===== src/rtl/boot_pkg.sv =====
// Shared types and constants for the SPI EEPROM boot loader.
package boot_pkg;

    typedef enum logic [2:0] {
        ST_IDLE,
        ST_CMD,
        ST_LEN,
        ST_DATA,
        ST_CSUM,
        ST_DONE
    } boot_state_e;

    localparam logic [7:0]  BOOT_READ_CMD  = 8'h03;
    localparam logic [15:0] BOOT_MAX_WORDS = 16'hC000;
    localparam int unsigned BOOT_CMD_BITS  = 24;
    localparam int unsigned BOOT_WORD_BITS = 16;

    // Keeps the image out of the mapped-register space above BOOT_MAX_WORDS.
    function automatic logic [15:0] clamp_len(input logic [15:0] n);
        return (n > BOOT_MAX_WORDS) ? BOOT_MAX_WORDS : n;
    endfunction

endpackage


===== src/rtl/boot_loader_if.sv =====
// Boot write port towards the memory controller (every access is a write).
interface boot_loader_if;

    logic [15:0] o_bootMemAddr;
    logic [15:0] o_bootDataOut;
    logic        o_bootMemEn;

    modport master (output o_bootMemAddr, output o_bootDataOut, output o_bootMemEn);
    modport slave  (input  o_bootMemAddr, input  o_bootDataOut, input  o_bootMemEn);

endinterface


===== src/rtl/boot_spi_shifter.sv =====
// SPI mode-0 master datapath: SCLK = clk/2, MSB-first shift-out and 16-bit shift-in.
module boot_spi_shifter
    import boot_pkg::*;
(
    input  logic        clk,
    input  logic        rst_n,
    input  logic        run,
    input  logic        load,
    input  logic [4:0]  n_bits,
    input  logic [23:0] load_data,
    input  logic        miso,
    output logic        sclk,
    output logic        mosi,
    output logic        hit,
    output logic [15:0] rx_word
);

    logic        sclk_q, sclk_d;
    logic [4:0]  cnt_q, cnt_d;
    logic [23:0] tx_q, tx_d;
    logic [15:0] rx_q, rx_d;

    // hit marks the edge that samples the last bit of the current field;
    // rx_word already includes that bit so the caller can use it on the same edge.
    assign hit     = !sclk_q && (cnt_q == n_bits - 5'd1);
    assign rx_word = {rx_q[BOOT_WORD_BITS-2:0], miso};
    assign sclk    = sclk_q;
    assign mosi    = tx_q[23];

    always_comb begin
        sclk_d = sclk_q;
        cnt_d  = cnt_q;
        tx_d   = tx_q;
        rx_d   = rx_q;
        if (load) begin
            sclk_d = 1'b0;
            cnt_d  = '0;
            tx_d   = load_data;
            rx_d   = '0;
        end else if (!run) begin
            sclk_d = 1'b0;
            cnt_d  = '0;
            tx_d   = '0;
            rx_d   = '0;
        end else if (!sclk_q) begin
            sclk_d = 1'b1;
            rx_d   = rx_word;
            cnt_d  = hit ? '0 : cnt_q + 5'd1;
        end else begin
            sclk_d = 1'b0;
            tx_d   = {tx_q[22:0], 1'b0};
        end
    end

    always_ff @(posedge clk or negedge rst_n) begin
        if (!rst_n) begin
            sclk_q <= 1'b0;
            cnt_q  <= '0;
            tx_q   <= '0;
            rx_q   <= '0;
        end else begin
            sclk_q <= sclk_d;
            cnt_q  <= cnt_d;
            tx_q   <= tx_d;
            rx_q   <= rx_d;
        end
    end

endmodule


===== src/rtl/boot_loader.sv =====
// Boot loader: reads a length-prefixed image from SPI EEPROM and writes it to memory.
// Optional trailing checksum verification is enabled by defining BOOT_CHECKSUM_EN.
module boot_loader
    import boot_pkg::*;
(
    input  logic          i_clk,
    input  logic          i_rstn,
    input  logic          i_bootStart,
    output logic          o_bootDone,
    output logic          o_bootErr,
    output logic          o_spiCsN,
    output logic          o_spiSclk,
    output logic          o_spiMosi,
    input  logic          i_spiMiso,
    boot_loader_if.master mem
);

`ifdef BOOT_CHECKSUM_EN
    localparam boot_state_e POST_DATA = ST_CSUM;
`else
    localparam boot_state_e POST_DATA = ST_DONE;
`endif

    boot_state_e state_q, state_d;
    logic [15:0] n_q, n_d;
    logic [15:0] k_q, k_d;
    logic [15:0] addr_q, addr_d;
    logic [15:0] data_q, data_d;
    logic        mem_en_q, mem_en_d;
    logic        done_q, done_d;
    logic        csn_q, csn_d;

    logic        spi_run;
    logic        spi_load;
    logic        spi_hit;
    logic [4:0]  spi_bits;
    logic [15:0] rx_word;

`ifdef BOOT_CHECKSUM_EN
    logic [15:0] sum_q, sum_d;
    logic        err_q, err_d;
`endif

    assign spi_bits = (state_q == ST_CMD) ? 5'(BOOT_CMD_BITS) : 5'(BOOT_WORD_BITS);
    // Driven from the next state so SCLK is already low on the first DONE cycle.
    assign spi_run  = (state_d != ST_IDLE) && (state_d != ST_DONE);

    boot_spi_shifter u_shifter (
        .clk       (i_clk),
        .rst_n     (i_rstn),
        .run       (spi_run),
        .load      (spi_load),
        .n_bits    (spi_bits),
        .load_data ({BOOT_READ_CMD, 16'h0000}),
        .miso      (i_spiMiso),
        .sclk      (o_spiSclk),
        .mosi      (o_spiMosi),
        .hit       (spi_hit),
        .rx_word   (rx_word)
    );

    always_comb begin
        state_d  = state_q;
        n_d      = n_q;
        k_d      = k_q;
        addr_d   = addr_q;
        data_d   = data_q;
        mem_en_d = 1'b0;
        done_d   = done_q;
        spi_load = 1'b0;
`ifdef BOOT_CHECKSUM_EN
        sum_d    = sum_q;
        err_d    = err_q;
`endif
        case (state_q)
            ST_IDLE: begin
                if (i_bootStart) begin
                    state_d  = ST_CMD;
                    spi_load = 1'b1;
                    k_d      = '0;
`ifdef BOOT_CHECKSUM_EN
                    sum_d    = '0;
`endif
                end
            end
            ST_CMD: begin
                if (spi_hit) state_d = ST_LEN;
            end
            ST_LEN: begin
                if (spi_hit) begin
                    n_d     = clamp_len(rx_word);
                    state_d = (rx_word == '0) ? POST_DATA : ST_DATA;
                end
            end
            ST_DATA: begin
                if (spi_hit) begin
                    mem_en_d = 1'b1;
                    addr_d   = k_q;
                    data_d   = rx_word;
                    k_d      = k_q + 16'd1;
`ifdef BOOT_CHECKSUM_EN
                    sum_d    = sum_q + rx_word;
`endif
                    if (k_q + 16'd1 == n_q) state_d = POST_DATA;
                end
            end
`ifdef BOOT_CHECKSUM_EN
            ST_CSUM: begin
                if (spi_hit) begin
                    err_d   = (rx_word != sum_q);
                    state_d = ST_DONE;
                end
            end
`endif
            ST_DONE: ;
            default: state_d = ST_IDLE;
        endcase
        if (state_d == ST_DONE) done_d = 1'b1;
        csn_d = (state_d == ST_IDLE) || (state_d == ST_DONE);
    end

    always_ff @(posedge i_clk or negedge i_rstn) begin
        if (!i_rstn) begin
            state_q  <= ST_IDLE;
            n_q      <= '0;
            k_q      <= '0;
            addr_q   <= '0;
            data_q   <= '0;
            mem_en_q <= 1'b0;
            done_q   <= 1'b0;
            csn_q    <= 1'b1;
        end else begin
            state_q  <= state_d;
            n_q      <= n_d;
            k_q      <= k_d;
            addr_q   <= addr_d;
            data_q   <= data_d;
            mem_en_q <= mem_en_d;
            done_q   <= done_d;
            csn_q    <= csn_d;
        end
    end

`ifdef BOOT_CHECKSUM_EN
    always_ff @(posedge i_clk or negedge i_rstn) begin
        if (!i_rstn) begin
            sum_q <= '0;
            err_q <= 1'b0;
        end else begin
            sum_q <= sum_d;
            err_q <= err_d;
        end
    end
    assign o_bootErr = err_q;
`else
    assign o_bootErr = 1'b0;
`endif

    assign mem.o_bootMemAddr = addr_q;
    assign mem.o_bootDataOut = data_q;
    assign mem.o_bootMemEn   = mem_en_q;
    assign o_bootDone        = done_q;
    assign o_spiCsN          = csn_q;

endmodule

===== src/flat_wrapper.sv =====
// flat-port wrapper written by rule: the top's interface ports become plain ports
module boot_loader_flat import boot_pkg::*;
  (i_clk, i_rstn, i_bootStart, o_bootDone, o_bootErr, o_spiCsN, o_spiSclk, o_spiMosi, i_spiMiso, mem_o_bootMemAddr, mem_o_bootDataOut, mem_o_bootMemEn);
  boot_loader_if mem_i ();
  input  logic i_clk;
  input  logic i_rstn;
  input  logic i_bootStart;
  output logic o_bootDone;
  output logic o_bootErr;
  output logic o_spiCsN;
  output logic o_spiSclk;
  output logic o_spiMosi;
  input  logic i_spiMiso;
  output wire logic [$bits(mem_i.o_bootMemAddr)-1:0] mem_o_bootMemAddr;
  output wire logic [$bits(mem_i.o_bootDataOut)-1:0] mem_o_bootDataOut;
  output wire logic [$bits(mem_i.o_bootMemEn)-1:0] mem_o_bootMemEn;
  assign mem_o_bootMemAddr = mem_i.o_bootMemAddr;
  assign mem_o_bootDataOut = mem_i.o_bootDataOut;
  assign mem_o_bootMemEn = mem_i.o_bootMemEn;
  boot_loader u_core (.i_clk(i_clk), .i_rstn(i_rstn), .i_bootStart(i_bootStart), .o_bootDone(o_bootDone), .o_bootErr(o_bootErr), .o_spiCsN(o_spiCsN), .o_spiSclk(o_spiSclk), .o_spiMosi(o_spiMosi), .i_spiMiso(i_spiMiso), .mem(mem_i));
endmodule

===== config.mk =====
export PLATFORM = sky130hd
export DESIGN_NAME = boot_loader_flat
export DESIGN_NICKNAME = d
export VERILOG_FILES = /design/src/rtl/boot_pkg.sv /design/src/rtl/boot_loader_if.sv /design/src/rtl/boot_spi_shifter.sv /design/src/rtl/boot_loader.sv /design/src/flat_wrapper.sv
export SDC_FILE = /design/constraint.sdc
export NUM_CORES = 1
export LEC_CHECK = 0
export BUFFER_PORTS_ARGS = -buffer_cell sky130_fd_sc_hd__buf_2
export CELL_PAD_IN_SITES_DETAIL_PLACEMENT = 1
export CELL_PAD_IN_SITES_GLOBAL_PLACEMENT = 2
export CORE_MARGIN = 10
export CORE_UTILIZATION = 40
export CTS_BUF_LIST = sky130_fd_sc_hd__clkbuf_2 sky130_fd_sc_hd__clkbuf_4 sky130_fd_sc_hd__clkbuf_8
export DETAILED_ROUTE_END_ITERATION = 16
export PLACE_DENSITY_LB_ADDON = 0.1
export SLEW_MARGIN = 20
export SYNTH_ARGS = -nofsm -noshare
export SYNTH_HDL_FRONTEND = slang
export SYNTH_SLANG_ARGS = --single-unit

===== constraint.sdc =====
create_clock -name i_clk -period 3.9 [get_ports i_clk]
set_clock_uncertainty 0.2 [all_clocks]
set_input_delay 0.39 -clock i_clk [delete_from_list [all_inputs] [get_ports i_clk]]
set_output_delay 0.39 -clock i_clk [all_outputs]
set_load 0.02 [all_outputs]

* Word level (Yosys, flattened, before mapping)
Index checks and enable logic that the tools add are counted.
** Cells by class
- Add/subtract/negate cells :: 3
- $lt $le $gt $ge :: 1
- Equality and inequality tests :: 12
- Multiplexer cells :: 29
- Reduce and logical (&&, ||, !) cells :: 12
** Operators by type and width (number)
- $mux W24 :: 3
- $mux W16 :: 3
- $mux W15 :: 3
- $pmux W16 S2 :: 1
- $mux W5 :: 4
- $mux W3 :: 6
- $add A16 B1 Y16 const B :: 1
- $eq A16 B16 Y1 :: 1
- $gt A16 B16 Y1 const B :: 1
- $logic_not A16 Y1 :: 1
- $pmux W3 S5 :: 1
- $mux W1 :: 7
- $eq A3 B2 Y1 const B :: 2
- $eq A3 B3 Y1 const B :: 2
- $logic_not A3 Y1 :: 2
- $add A5 B1 Y5 const B :: 1
- $eq A5 B5 Y1 :: 1
- $sub A5 B1 Y5 const B :: 1
- $mux W4 :: 1
- $ne A2 B2 Y1 const B :: 2
- $reduce_and A2 Y1 :: 2
- $eq A3 B1 Y1 const B :: 1
- $ne A3 B1 Y1 const B :: 1
- $ne A3 B2 Y1 const B :: 1
- 7 further kinds :: 8
** Word-level totals
- Flip-flop bits (word level) :: 115
- Bits of input ports :: 4
- Logic and storage cells :: 69

* Longest topological paths before layout
- Depth in word-level cells :: 11
- Depth in mapped cells :: 11

* Cells and area by module
Synthesis repeated with hierarchy kept, for this count alone.
** Unflattened totals
- Cell total of the unflattened synthesis :: 562
- Area total of the unflattened synthesis :: 5515.3 um2
** Modules (own cells, without submodules)
- boot_loader :: instances 1, cells each 366, area an instance 3390.8 um2
- boot_spi_shifter :: instances 1, cells each 196, area an instance 2124.5 um2

* Worst setup path after synthesis
No wires, ideal clock.
- Path type :: reg2reg
- Start :: register u_core.k_q[0]
- End :: register u_core.u_shifter.rx_q[13]
- Library setup time :: 121 ps
- Arrival :: 2503 ps
- Slack :: 1076 ps
- Cell stages (with the launch flop) :: 11
- Clock period less this slack :: 2824 ps
- Cell sequence :: dfrtp_1 -> ha_1 -> and4_1 -> buf_4 -> or4b_4 -> xnor2_1 -> nand4_1 -> nor4_4 -> a211oi_2 -> buf_6 -> a22o_1
** Between the ends
- Cells in the longest elaborated chain, start to end :: 9
- Elaborated cells on any way between the ends :: 11
- Those cells by class :: add/sub (1); eq/ne (3); mux (5); reduce/logical (2)
** RTL lines
- from (decl) :: line boot_loader.sv:26 : logic [15:0] k_q, k_d;
- from (signal assigned) :: line boot_loader.sv:135 : k_q <= k_d;
- $add A16 B1 Y16 * :: line boot_loader.sv:104 : if (k_q + 16'd1 == n_q) state_d = POST_DATA;
- $eq A16 B16 Y1 * :: line boot_loader.sv:104
- $mux W3 * :: line boot_loader.sv:104
- $mux W3 * :: line boot_loader.sv:96 : if (spi_hit) begin
- $pmux W3 S5 * :: line boot_loader.sv:75 : case (state_q)
- $ne A3 B3 Y1 or $reduce_bool A3 Y1 (tied branches) :: line boot_loader.sv:46 : assign spi_run = (state_d != ST_IDLE) && (state_d != ST_DONE);
- $logic_and A1 B1 Y1 * :: line boot_loader.sv:46
- $mux W15 :: line boot_spi_shifter.sv:40 : end else if (!run) begin
- $mux W15 :: line boot_spi_shifter.sv:35 : if (load) begin
- to (signal assigned) :: line boot_spi_shifter.sv:65 : rx_q <= rx_d;
- to (decl) :: line boot_spi_shifter.sv:21 : logic [15:0] rx_q, rx_d;
Every way passes the cells marked *; elsewhere a longest branch is shown, timed or not.
A chain may end at the register's enable or synchronous reset.

* Worst setup path in the final report
- Start :: register u_core.k_q[0]
- End :: register u_core.u_shifter.rx_q[9]
The elaborated chain is that of the path after synthesis.

==> metrics.txt <==
status finished clean; Routed Antenna Nets 0; Worst path max stage delay 0.53 ns; vias in the first global route 3,642; Worst setup SP type flop; final net count 502; # Post-CTS Setup Buffers 0; area of the multi-input gates 2009 µm²; Total Neg Setup Slack 0 ns; TritonCTS clock tree done; Crit. End Element flop; Max Cap Viol 0; antenna cell count 0; DRT Pass-1 Iters 4; share of the yosys chip area belonging to registers 53.14%; Clock transition at path regs 0.10 ns; GRT overflow 0; buffers and inverters on the worst path 1; Post-synth EDFFs 0; Final Hold Fails 0; CP arrival 3.35 ns; DRC violations left 0; Slew headroom 37.31%; Crit Path Max Fanout 22; H-Tree Depth 3; Sink Count 99; CP Data Required Time 3.97 ns; reg-to-reg critical path startpoint u_core.k_q[0]; CP Class flop to flop; 1st-iter DRT viols 190; die area 16,380 µm²; Synth Register Bits 99; share of synthesized registers carrying an async set or reset 100.0%; hold path start i_spiMiso; FILL cells 1,321; critical path, cell by cell ha_1 -> and4_1 -> or4b_4 -> xnor2_1 -> nand4_1 -> nor4_4 -> a211oi_2 -> buf_4 -> a22o_1; root buf cell clkbuf_8; vias 3,541; final wirelength 11,830 µm; Lkg Pwr 2.521 nW; Synth area leaders dfrtp_1 (53%), nand2_1 (8.9%), a22o_1 (6.6%); initial antenna violation count 0; GPL Wtd Cong 0.7808; leading area contributor after synthesis dfrtp_1; Tot Pwr 1.703 mW; slowest CP cell or4b_4; GRT Util Overall 15.06%; Buffers on Ports 40; Syn Nets 475; Yosys top cell area share 52.58%; final slew viol count 0; synth warn 0; peak supply drop 0.2821 mV; critical path launch point u_core.k_q[0]; final worst path period need 3.274 ns; PD cells 331.3 nW/µm²; Top delay family on crit path simple AND/OR/NAND/NOR gates; area of the core 11,420 µm²; final worst-path cycle share 83.94%; Starting Density 40.85%; critical path depth 9; Resize count post-CTS 0; syn avg cell area 9.946 µm²; RSZ-0062 raised after global routing false; Worst Hold Depth 3; most frequent cells in the layout nand2_1 (110), dfrtp_1 (98), buf_2 (39); Vias/cell 5.498; share of layout cells above drive strength 1 16.17%; Layout area overhead 10.19%; dpl hpwl 8192 µm; register area 2479 µm²; # rows 39; CTS Buffer Depth 2; Cell Area, Synth 4664 µm²; routed len/inst 18.36 µm; CTS buffer count 9; cell depth of the worst flop-to-flop path 9; clock latency on the worst-skew pair 0.38 ns; die height 128.0 µm; synthesized instance count 469; largest net degree at the start of global routing 74; Fmax 305.5 MHz; IO Pins 42; Min-Delay Path Class primary input to flop; # setup viols final 0; Post-synth top flop dfrtp_1; commonest non-fill, non-tap cell in the layout nand2_1; worst-margin pin slew 0.9403 ns; chip width 128.0 µm; Synth cell types 59; first-pass GRT wire length 19,870 µm
[metrics by stage]
stage / hold slack [ns] / worst slack (ns) / cell area, µm² / utilization [%] / instances
floorplan: -0.1056 / 1.076 / 4664 / - / 469
global route: 0.09959 / 0.4362 / 5140 / 45.01 / 644
finish: 0.1076 / 0.6262 / 5140 / 45.01 / 644
detailed placement: 0.2511 / 0.6342 / 4952 / 43.37 / 627
CTS: 0.08885 / 0.6216 / 5140 / 45.01 / 644
global placement: 0.2437 / 0.7606 / 4952 / 43.37 / 627
[cell families after synthesis]
| logic type | after synthesis | synth area share, % |
|---|---|---|
| adders and majority gates | 2 | 0.5364 |
| DFF | 99 | 53.14 |
| and+or+nand+nor | 196 | 20.63 |
| AOI/OAI and AO/OA | 105 | 16.20 |
| muxes | 5 | 1.127 |
| other | 1 | 0.08039 |
| buffers and inverters | 38 | 3.970 |
| xor gates and xnor gates | 23 | 4.319 |
[report_power, final]
part           internal, mW  switching (mW)
Clock                 0.250           0.368
Sequential             1.03          0.0150
Combinational        0.0107          0.0254
[worst min-delay path, cell delays in order]
cell,delay [ns]
buf_2,0.15
nand2_1,0.07
nand2_1,0.05
[synth_stat cells (all sizes together), types with 7 or more instances]
master	number
nand2	110
dfrtp	98
a22o	35
o21ai	26
clkbuf	19
buf	15
nor2	14
a21oi	13
nand3	12
xnor2	12
xor2	11
and2	9
nor2b	8
nor4	8
a31oi	7
nand4	7
o31ai	7
[final timing paths]
kind	to	slack [ns]
max	u_core.u_shifter.rx_q[9]	0.63
min	u_core.mem.o_bootDataOut[0]	0.11
max reg2reg	u_core.u_shifter.rx_q[9]	0.63
min reg2reg	u_core.o_bootDone	0.27
max in group asynchronous	u_core.u_shifter.rx_q[12]	2.24
min in group asynchronous	u_core.mem.o_bootMemAddr[1]	0.49
[flip-flops by register name (all words and copies together), names as in the netlist]
| signal | flops |
|---|---|
| u_core.k_q | 16 |
| u_core.mem.o_bootDataOut | 16 |
| u_core.mem.o_bootMemAddr | 16 |
| u_core.mem.o_bootMemEn | 1 |
| u_core.n_q | 16 |
| u_core.o_bootDone | 1 |
| u_core.o_spiCsN | 1 |
| u_core.state_q | 3 |
| u_core.u_shifter.cnt_q | 5 |
| u_core.u_shifter.rx_q | 15 |
| u_core.u_shifter.sclk | 1 |
| u_core.u_shifter.tx_q | 8 |
[cell type report]
type | count | area share, %
clock buffers | 11 | 2.702
clock inverters | 5 | 0.7546
inverters | 4 | 0.2921
multi-input cells | 332 | 39.09
flip-flops and latches | 99 | 48.22
well taps | 143 | 3.481
repair buffers | 50 | 5.453
[metal layers]
layer  track usage, %  routed length (µm)  up-vias
met2            23.48                5579       46
met3            5.004                 441       13
met5                0                   0        -
met4            4.503                 189        0
met1            19.41                5614     1784
li1                 -                   -     1698
[repair_timing]
| action | in CTS | in global routing |
|---|---|---|
| endpoints found under the setup margin | 0 | 0 |
| endpoints found under the hold margin | 70 | 0 |
| hold buffers | 1 | 0 |
Power figures use the tool's default switching activity.
